===== src/rtl/wb_pkg.sv =====
// wb_pkg: opcode, register and exception constants shared by the MEM/WB stage.
package wb_pkg;
  localparam logic [4:0] OP_RTYPE    = 5'b00000;
  localparam logic [4:0] OP_JAL      = 5'b00011;
  localparam logic [4:0] OP_ADDI     = 5'b00101;
  localparam logic [4:0] OP_LW       = 5'b01000;
  localparam logic [4:0] REG_RA      = 5'd31;
  localparam logic [4:0] REG_RSTATUS = 5'd30;
  localparam logic [1:0] EXC_NONE    = 2'd0;
endpackage


===== src/rtl/wb_perf_counters.sv =====
// wb_perf_counters: three free-running 32-bit wrap counters with individual increment enables.
// Ports: clock, reset (async, active-high), inc_retired/inc_loads/inc_bubbles enables,
// perf_retired/perf_loads/perf_bubbles counts.
module wb_perf_counters (
  input  logic        clock,
  input  logic        reset,
  input  logic        inc_retired,
  input  logic        inc_loads,
  input  logic        inc_bubbles,
  output logic [31:0] perf_retired,
  output logic [31:0] perf_loads,
  output logic [31:0] perf_bubbles
);
  always_ff @(posedge clock or posedge reset)
    if (reset) begin
      perf_retired <= '0;
      perf_loads   <= '0;
      perf_bubbles <= '0;
    end else begin
      if (inc_retired) perf_retired <= perf_retired + 32'd1;
      if (inc_loads)   perf_loads   <= perf_loads + 32'd1;
      if (inc_bubbles) perf_bubbles <= perf_bubbles + 32'd1;
    end
endmodule


===== src/rtl/mem_wb_stage.sv =====
// mem_wb_stage: MEM/WB pipeline latch, writeback decode, register-file write port and retire pulse.
// Ports: clock, reset (async, active-high), stall_in/flush_in latch control, mem_* MEM-stage results,
// wb_valid, rf_write_enable/rf_write_reg/rf_write_data writeback port, retire_pulse,
// perf_retired/perf_loads/perf_bubbles counters (live only with WB_PERF_CNT_EN defined, else 0).
module mem_wb_stage
  import wb_pkg::*;
#(
  parameter int DATA_W = 32,
  parameter int REG_AW = 5
) (
  input  logic              clock,
  input  logic              reset,
  input  logic              stall_in,
  input  logic              flush_in,
  input  logic              mem_valid,
  input  logic [31:0]       mem_instruction,
  input  logic [DATA_W-1:0] mem_alu_result,
  input  logic [DATA_W-1:0] mem_load_data,
  input  logic [DATA_W-1:0] mem_pc_plus1,
  input  logic [1:0]        mem_exc_code,
  output logic              wb_valid,
  output logic              rf_write_enable,
  output logic [REG_AW-1:0] rf_write_reg,
  output logic [DATA_W-1:0] rf_write_data,
  output logic              retire_pulse,
  output logic [31:0]       perf_retired,
  output logic [31:0]       perf_loads,
  output logic [31:0]       perf_bubbles
);
  // Only the opcode and rd fields matter to writeback, so only those are latched.
  logic [4:0]        op, rd;
  logic [1:0]        exc;
  logic [DATA_W-1:0] alu, ld, pc1;
  logic              retired;
  logic              unused_bits;
  logic              is_alu, is_jal, is_lw, exc_ovr, writes;
  assign unused_bits = ^mem_instruction[21:0];
  always_ff @(posedge clock or posedge reset)
    if (reset) begin
      wb_valid <= 1'b0;
      op       <= '0;
      rd       <= '0;
      exc      <= '0;
      alu      <= '0;
      ld       <= '0;
      pc1      <= '0;
      retired  <= 1'b0;
    end else if (flush_in) begin
      wb_valid <= 1'b0;
      op       <= '0;
      rd       <= '0;
      exc      <= '0;
      retired  <= 1'b0;
    end else if (stall_in) begin
      retired  <= retired | wb_valid;
    end else begin
      wb_valid <= mem_valid;
      op       <= mem_valid ? mem_instruction[31:27] : '0;
      rd       <= mem_valid ? mem_instruction[26:22] : '0;
      exc      <= mem_valid ? mem_exc_code : EXC_NONE;
      alu      <= mem_alu_result;
      ld       <= mem_load_data;
      pc1      <= mem_pc_plus1;
      retired  <= 1'b0;
    end
  assign is_alu  = (op == OP_RTYPE) || (op == OP_ADDI);
  assign is_jal  = op == OP_JAL;
  assign is_lw   = op == OP_LW;
  assign writes  = is_alu | is_jal | is_lw;
  // An arithmetic overflow is reported by writing its code into the status register.
  assign exc_ovr = is_alu && (exc != EXC_NONE);
  always_comb begin
    rf_write_reg  = exc_ovr ? REG_AW'(REG_RSTATUS) : is_jal ? REG_AW'(REG_RA) : REG_AW'(rd);
    rf_write_data = exc_ovr ? DATA_W'(exc) : is_jal ? pc1 : is_lw ? ld : alu;
  end
  assign rf_write_enable = wb_valid & writes & (rf_write_reg != '0);
  assign retire_pulse    = wb_valid & ~retired;
`ifdef WB_PERF_CNT_EN
  wb_perf_counters u_perf (
    .clock        (clock),
    .reset        (reset),
    .inc_retired  (retire_pulse),
    .inc_loads    (retire_pulse & is_lw),
    .inc_bubbles  (flush_in | (~stall_in & ~mem_valid)),
    .perf_retired (perf_retired),
    .perf_loads   (perf_loads),
    .perf_bubbles (perf_bubbles)
  );
`else
  assign perf_retired = '0;
  assign perf_loads   = '0;
  assign perf_bubbles = '0;
`endif
endmodule


===== config.mk =====
export PLATFORM = sky130hd
export DESIGN_NAME = mem_wb_stage
export DESIGN_NICKNAME = d
export VERILOG_FILES = /design/src/rtl/wb_pkg.sv /design/src/rtl/wb_perf_counters.sv /design/src/rtl/mem_wb_stage.sv
export SDC_FILE = /design/constraint.sdc
export NUM_CORES = 1
export LEC_CHECK = 0
export ABC_AREA = 1
export CAP_MARGIN = 15
export CORE_MARGIN = 2
export CORE_UTILIZATION = 35
export CTS_CLUSTER_DIAMETER = 120
export DETAILED_ROUTE_END_ITERATION = 8
export GPL_TIMING_DRIVEN = 0
export PLACE_DENSITY_LB_ADDON = 0.2
export SYNTH_ARGS = -nofsm -noshare
export SYNTH_HDL_FRONTEND = slang
export SYNTH_SLANG_ARGS = --single-unit

===== constraint.sdc =====
create_clock -name clock -period 4.1 [get_ports clock]
set_input_delay 1.025 -clock clock [delete_from_list [all_inputs] [get_ports clock]]
set_output_delay 1.025 -clock clock [all_outputs]
set_load 0.05 [all_outputs]

# After elaboration in Yosys (flattened, before gate mapping)
# Index checks and enable logic that the tools add are counted.
[word_totals]
input_bits = 135
regBits = 110
output_inout_bits = 136
latch_bits = 0
ramBits = 0
mem_bits_ro = 0
mem_count = 0
[op_classes]
div = 0
add_sub_neg = 0
shift = 0
muxes = 18
mul = 0
n_reduce_logical = 6
n_eq_ne = 4
bitwise_logic = 9
n_lt_le_gt_ge = 0
[op_table]
columns = ["operator", "n"]
rows = [
  ["$mux 32", 3],
  ["$mux 5", 8],
  ["$mux 2", 3],
  ["$eq 5x2->1 const B", 1],
  ["$eq 5x3->1 const B", 1],
  ["$eq 5x4->1 const B", 1],
  ["$logic_not 5->1", 1],
  ["$reduce_bool 5->1", 1],
  ["$mux 1", 4],
  ["$and 1x1->1", 3],
  ["$not 1->1", 3],
  ["$or 1x1->1", 3],
  ["$ne 2x1->1 const B", 1],
  ["$reduce_and 2->1", 1],
  ["$reduce_bool 2->1", 1],
  ["$logic_and 1x1->1", 1],
  ["$logic_or 1x1->1", 1],
]

# Logic depth before layout (Yosys ltp)
# Gate-level depths: netlist of the first run.
[logic_depth]
ltp_word = 6
depth_mapped = 9
depth_no_buf = 8

# Least setup slack after synthesis of the first run
# Ideal clock, no wire load.
[synth_timing]
path_kind = "register -> output"
from = "register op[2]"
to = "output port rf_write_data[13]"
path_stages_with_launch = 6
path_slack_ns = 1.344
arrival_ns = 1.731
cell_sequence = "dfrtp_1 nor2_2 nand3_4 buf_6 buf_6 a21oi_1"
[synth_between]
elab_chain_cells = 4
[synth_rtl]
columns = ["element", "line_no", "text"]
rows = [
  ["from (decl)", "mem_wb_stage.sv:31", "logic [4:0] op, rd;"],
  ["from (signal assigned)", "mem_wb_stage.sv:58", "op <= mem_valid ? mem_instruction[31:27] : '0;"],
  ["$eq 5x4->1 (tied with other cells)", "mem_wb_stage.sv:68", "assign is_lw = op == OP_LW;"],
  ["$mux 32 / $logic_or 1x1->1 (equally long branches)", "mem_wb_stage.sv:74, mem_wb_stage.sv:66", ""],
  ["$mux 32 / $logic_and 1x1->1 (equally long branches)", "mem_wb_stage.sv:74, mem_wb_stage.sv:71", ""],
  ["$mux 32 *", "mem_wb_stage.sv:74", "rf_write_data = exc_ovr ? DATA_W'(exc) : is_jal ? pc1 : is_lw ? ld : alu;"],
  ["to (decl)", "mem_wb_stage.sv:24", "output logic [DATA_W-1:0] rf_write_data,"],
]
# Mark *: on every way between the ends. The rest lies on a longest branch, timed or not.

# Worst setup path after layout of the first run
[layout_timing]
from = "register op[2]"
to = "output port rf_write_data[18]"
# The elaborated chain is that of the path after synthesis.

==> key figures, run 1 <==
Run status
  • Outcome: finished, final reports clean

Yosys
  • Synth cell count leaders: nand2_1 (145), dfrtp_1 (110), buf_4 (97)
  • Post-synthesis compound-gate area fraction: 11.87%
  • FFs w/ async S/R, synth: 100.0%
  • Mux cell area share after synthesis: 6.240%
  • Main combinational cell family by area after synthesis: buffers and inverters
  • Most common cell in the netlist: nand2_1
  • Seq cells post-synth: 110
  • Syn Area/Cell: 8.582 um2
  • Leading area contributor after synthesis: dfrtp_1
  • Adder-cell share of the synthesized area: 0%
  • Synth Area in Simple Gates: 15.86%
  • Yosys cell types: 28
  • Post-Syn Area: 6136 um2
  • Synth Flop Type: dfrtp_1
  • XOR/XNOR Fraction of Synth Area: 0%
  • Mapped Cells: 715
  • Yosys warnings: 0
  • Number of flops mapped to enable cells by yosys: 0
  • Top cell type's share of synthesized area: 44.86%
  • Register area share after synthesis: 44.86%
  • Synth area leaders: dfrtp_1 (45%), buf_4 (12%), nand2_1 (8.9%)

Cells and area
  • # diodes: 0
  • Area Growth Syn to Fin: 40.46%
  • # fillers: 1,724
  • Share of the core filled with cells: 50.00%
  • Share of cells above drive strength 1: 21.25%
  • # nets final: 1,109

Floorplanning
  • Die Width: 136.4 um
  • Die height: 136.4 um
  • Core Area: 17,240 um2
  • Die area: 18,610 um2
  • Row cnt: 48
  • Initial Util: 35.60%
  • I/O pins: 271

GRT
  • Global-route wire length before repair: 26,920 um
  • GR Util All Layers: 19.17%
  • Initial antenna violation count: 0
  • Number of global-route vias before repair: 5,033
  • Grt ovf: 0
  • Largest net degree at the start of global routing: 59

Routing
  • Final ANT Viol Nets: 0
  • TritonRoute pass-1 iters: 4
  • Final WL: 17,580 um
  • Routed vias/inst: 4.364
  • 1st-iter DRT viols: 241
  • Avg WL per Cell: 14.60 um
  • DRC Markers: 0
  • DR vias: 5,254

Timing
  • Slew Viols, Final: 0
  • Fmax: 0.2782 GHz
  • Post-layout minimum cycle time: 3.595 ns
  • Finish-stage setup viols: 0
  • Setup TNS: 0 ns
  • Fin crit share: 87.67%
  • Final worst setup slack: 0.5054 ns
  • Clock Skew: 0.0002650 ns
  • Endpoints failing hold: 0
  • Hold WS: 0.4996 ns
  • Slew @ Worst Pin: 0.5898 ns
  • Worst slew margin: 60.68%
  • RSZ-0062 raised after global routing: false

Clocking
  • Hold-fix buffers at CTS: 0
  • Clock root buffer: clkbuf_16
  • Total CTS buffers: 9
  • # clock sinks: 110
  • CTS tree: done
  • Worst skew pair latency: 0.36 ns
  • Clk buf depth: 2
  • Setup Fix Bufs, Post-CTS: 0
  • Clock transition at path regs: 0.08 ns
  • Post-cts sizing count: 0
  • H-tree depth: 3

Placed design
  • Final HPWL DP: 13,110 um
  • IO Port Bufs: 152
  • Pre-CTS WS: 0.8813 ns
  • Routability cong.: 0.7855

Worst setup path
  • Critical path peak fanout: 10
  • Worst setup EP type: output pin
  • Crit start category: register
  • Worst path arrival time: 2.57 ns
  • Required @ worst endpoint: 3.07 ns
  • Crit Path Category: reg2out

Pwr
  • Peak VDD IR: 0.0002888 V
  • Total power: 3.255 mW
  • Leak: 4.268 nW
  • PwrDens: 377.7 nW/um2

Worst hold path
  • Min-Delay Path Class: reg2reg

Flow run
  • Number of max-cap violations: 0
registers in the layout (all words and copies together), names as in the netlist:
name and flops:
alu 32, ld 32, pc1 32, op 5, rd 5, exc 2, retired 1, wb_valid 1
layer usage:
layer | up-vias | global-route usage [%] | share of wire, % | wire (um)
met5 | - | 0 | 0 | 0
met4 | 0 | 4.803 | 1.2 | 206
met3 | 12 | 5.183 | 7.0 | 1227
met2 | 190 | 30.60 | 47 | 8199
met1 | 2413 | 25.84 | 45 | 7943
li1 | 2639 | - | - | -
final timing paths:
| path | end | startpoint | cells past startpoint | slack [ns] |
|---|---|---|---|---|
| setup reg to reg | op[4]$_DFFE_PP0P_ | op[4]$_DFFE_PP0P_ | 4 | 2.73 |
| max in group asynchronous | alu[31]$_DFFE_PP0P_ | reset | 3 | 2.35 |
| hold reg to reg | pc1[6]$_DFFE_PP0P_ | pc1[6]$_DFFE_PP0P_ | 1 | 0.50 |
| setup / recovery | rf_write_data[18] | op[2]$_DFFE_PP0P_ | 7 | 0.51 |
| hold / removal | pc1[6]$_DFFE_PP0P_ | pc1[6]$_DFFE_PP0P_ | 1 | 0.50 |
| min in group asynchronous | alu[7]$_DFFE_PP0P_ | reset | 2 | 1.09 |
metrics by stage:
stage / cells / area, um2
floorplan: 810 / 6492
global placement: 1187 / 8295
detailed placement: 1188 / 8328
CTS: 1204 / 8618
global route: 1204 / 8618
finish: 1204 / 8618
power by group:
| group | switching [mW] | internal [mW] | total, mW |
|---|---|---|---|
| Combinational | 0.699 | 0.402 | 1.10 |
| Sequential | 0.0499 | 1.22 | 1.27 |
| Clock | 0.414 | 0.474 | 0.888 |
| Total | 1.16 | 2.09 | 3.26 |
layout by cell type (no fill, tap or decap), drive strengths merged:
master	count
mux2	34
clkinvlp	1
nand4	34
nor2	8
nor3	1
bufinv	1
nand2	146
dfrtp	110
nand3	24
o21ai	104
conb	96
clkbuf	18
clkdlybuf4s50	152
buf	133
clkinv	4
a21oi	31
inv	82
worst max-delay path: stages (launching register included):
cell             delay, ns
dfrtp_1               0.45
nor2_4                0.25
nand3_4               0.16
buf_6                 0.19
nand2_1               0.06
nand2_1               0.07
a21oi_1               0.19
clkdlybuf4s50_1       0.83
kinds of logic (layout without fill, tap and decap cells):
logic type	Yosys count	count (layout)
multiplexers	34	34
AO/OA/AOI/OAI	135	135
AND/OR/NAND/NOR	213	213
buffers and inverters	222	391
flip-flops	110	110
other	1	96
layout make-up:
type | instances | area, um2 | area share, %
flip-flops and latches | 110 | 2753 | 31.94
multi-input cells | 478 | 2445 | 28.37
repair buffers | 153 | 1549 | 17.97
plain buffers | 140 | 985.9 | 11.44
inverters | 82 | 314.1 | 3.644
well taps | 225 | 281.5 | 3.267
clock buffers | 10 | 229.0 | 2.657
clock inverters | 6 | 61.31 | 0.7114
Note: power is estimated with default switching activity, not from simulation.
==> run 2, diff against run 1 <==
CAP_MARGIN = not set   (was 15)
==> results of run 2 <==
The final DEF is identical to that of run 1; final timing and power are the same.
==> run 3, diff against run 2 <==
CORE_MARGIN = not set   (was 2)
==> run 3 against run 2 <==
Effect of this change: critical path depth unchanged; cell count is the same; critical endpoint is now rf_write_data[20]; sequential share of layout area about the same; core utilization is essentially flat; clock power decreased by 2%; worst hold slack gained 0.0035 ns; wire length fell by 2.1%; worst setup slack worse by 0.040 ns.
==> key figures, run 3 (synthesis gave the netlist of run 1 again) <==
Run status
  • Outcome: finished, final reports clean

Worst setup path
  • Worst path slowest cell: clkdlybuf4s50_1
  • Worst path arrival time: 2.61 ns
  • Worst setup EP type: output pin
  • Max stage delay on crit path: 0.85 ns
  • CP bufs+invs: 2
  • Worst r2r src: op[4]$_DFFE_PP0P_
  • Cell family with most CP delay: buffers and inverters
  • Required @ worst endpoint: 3.07 ns
  • Crit Path Category: reg2out
  • Critical path peak fanout: 10
  • Worst-path cell chain: nor2_4 > nand3_4 > buf_6 > nand2_1 > nand2_1 > a21oi_1 > clkdlybuf4s50_1
  • Crit start category: register
  • CP most frequent cell: nand2_1
  • Crit path from: op[1]$_DFFE_PP0P_

GRT
  • Initial antenna violation count: 0
  • Global-route wire length before repair: 26,960 um
  • Grt ovf: 0
  • Number of global-route vias before repair: 5,026
  • GR Util All Layers: 19.60%
  • Largest net degree at the start of global routing: 87

Timing
  • Endpoints failing hold: 0
  • Post-layout minimum cycle time: 3.635 ns
  • Worst slew margin: 63.00%
  • Fin crit share: 88.65%
  • Setup TNS: 0 ns
  • Fmax: 0.2751 GHz
  • Slew @ Worst Pin: 0.5551 ns
  • RSZ-0062 raised after global routing: false
  • Clock Skew: 0.0005899 ns
  • Hold WS: 0.5031 ns
  • Slew Viols, Final: 0
  • Finish-stage setup viols: 0

Routing
  • 1st-iter DRT viols: 217
  • WL met3: 1296 um
  • Routed vias/inst: 4.316
  • TritonRoute pass-1 iters: 4
  • Wl on met1: 7759 um
  • Final ANT Viol Nets: 0
  • Routed wl met2: 7960 um
  • Highest Signal Layer: met4
  • DRC Markers: 0
  • Avg WL per Cell: 14.29 um
  • Final WL: 17,210 um
  • DR vias: 5,196

Floorplanning
  • Initial Util: 35.60%
  • Die area: 18,060 um2
  • Die height: 134.4 um
  • Core Area: 17,240 um2
  • Die Width: 134.4 um
  • I/O pins: 271
  • Row cnt: 48

Cells and area
  • Share of cells above drive strength 1: 21.14%
  • Most frequent cells in the layout: clkdlybuf4s50_1 (152), nand2_1 (145), dfrtp_1 (110), buf_4 (97), conb_1 (96)
  • # nets final: 1,109
  • Share of the core filled with cells: 49.96%
  • # diodes: 0
  • # fillers: 1,660
  • Reg area: 2753 um2
  • Area Growth Syn to Fin: 40.33%
  • Biggest regs: alu (32), ld (32), pc1 (32)
  • Post-Layout Inst Area: 8611 um2
  • Commonest non-fill, non-tap cell in the layout: clkdlybuf4s50_1
  • Area of the multi-input gates: 2445 um2

Pwr
  • Peak VDD IR: 0.0002517 V
  • Leak: 4.269 nW
  • PwrDens: 375.9 nW/um2

Placed design
  • Placed Area: 8328 um2
  • Final HPWL DP: 12,770 um
  • IO Port Bufs: 152
  • Routability cong.: 0.7766

Clocking
  • Setup Fix Bufs, Post-CTS: 0
  • Clock transition at path regs: 0.07 ns
  • H-tree depth: 3
  • # clock sinks: 110
  • CTS tree: done
  • Hold-fix buffers at CTS: 0
  • Total CTS buffers: 9
  • Clk buf depth: 2
  • Clock root buffer: clkbuf_16
  • Post-cts sizing count: 0
  • Worst skew pair latency: 0.35 ns

Worst hold path
  • Min-Delay Path Class: reg2reg
  • Min-delay src: pc1[3]$_DFFE_PP0P_

Flow run
  • Number of max-cap violations: 0
## run 3: changes by cell type in the layout (fill, tap and decap cells not counted)
cell        previous run  this run
clkinvlp_4             1         0
clkbuf_1               8         9
inv_6                  2         1
clkinv_2               4         5
## run 3: final timing paths
check	end	slack [ns]	depth (start not counted)
min in group asynchronous	alu[6]$_DFFE_PP0P_	1.00	2
worst min-delay path	pc1[3]$_DFFE_PP0P_	0.50	1
worst max register to register	op[4]$_DFFE_PP0P_	2.75	4
max in group asynchronous	pc1[20]$_DFFE_PP0P_	2.40	3
worst max-delay path	rf_write_data[20]	0.47	7
worst min register to register	pc1[3]$_DFFE_PP0P_	0.50	1
## run 3: stage by stage
step,total power [mW],cells,setup WS (ns)
floorplan,2.056,810,0.1727
global placement,2.376,1187,-1.654
detailed placement,2.386,1188,0.8932
CTS,3.264,1204,0.4845
global route,3.396,1204,0.3246
finish,3.237,1204,0.4654
## run 3: metal layers
layer  track usage (%)  vias to the layer above
li1                  -                     2624
met1             25.88                     2379
met2             31.87                      183
met3             5.593                       10
met4             4.120                        0
met5                 0                        -
## run 3: cell type report
cell class	count	share of cell area, %
buffer	140	11.45
clock inverter	5	0.5812
multi-input combinational	478	28.39
timing repair buffer	153	17.99
inverter	82	3.647
clock buffer	11	2.703
sequential	110	31.97
tap	225	3.269
## run 3: report_power, final
part / internal, mW / switching (mW) / total, mW
combinational: 0.402 / 0.698 / 1.10
sequential: 1.22 / 0.0484 / 1.26
clock: 0.471 / 0.401 / 0.872
total: 2.09 / 1.15 / 3.24
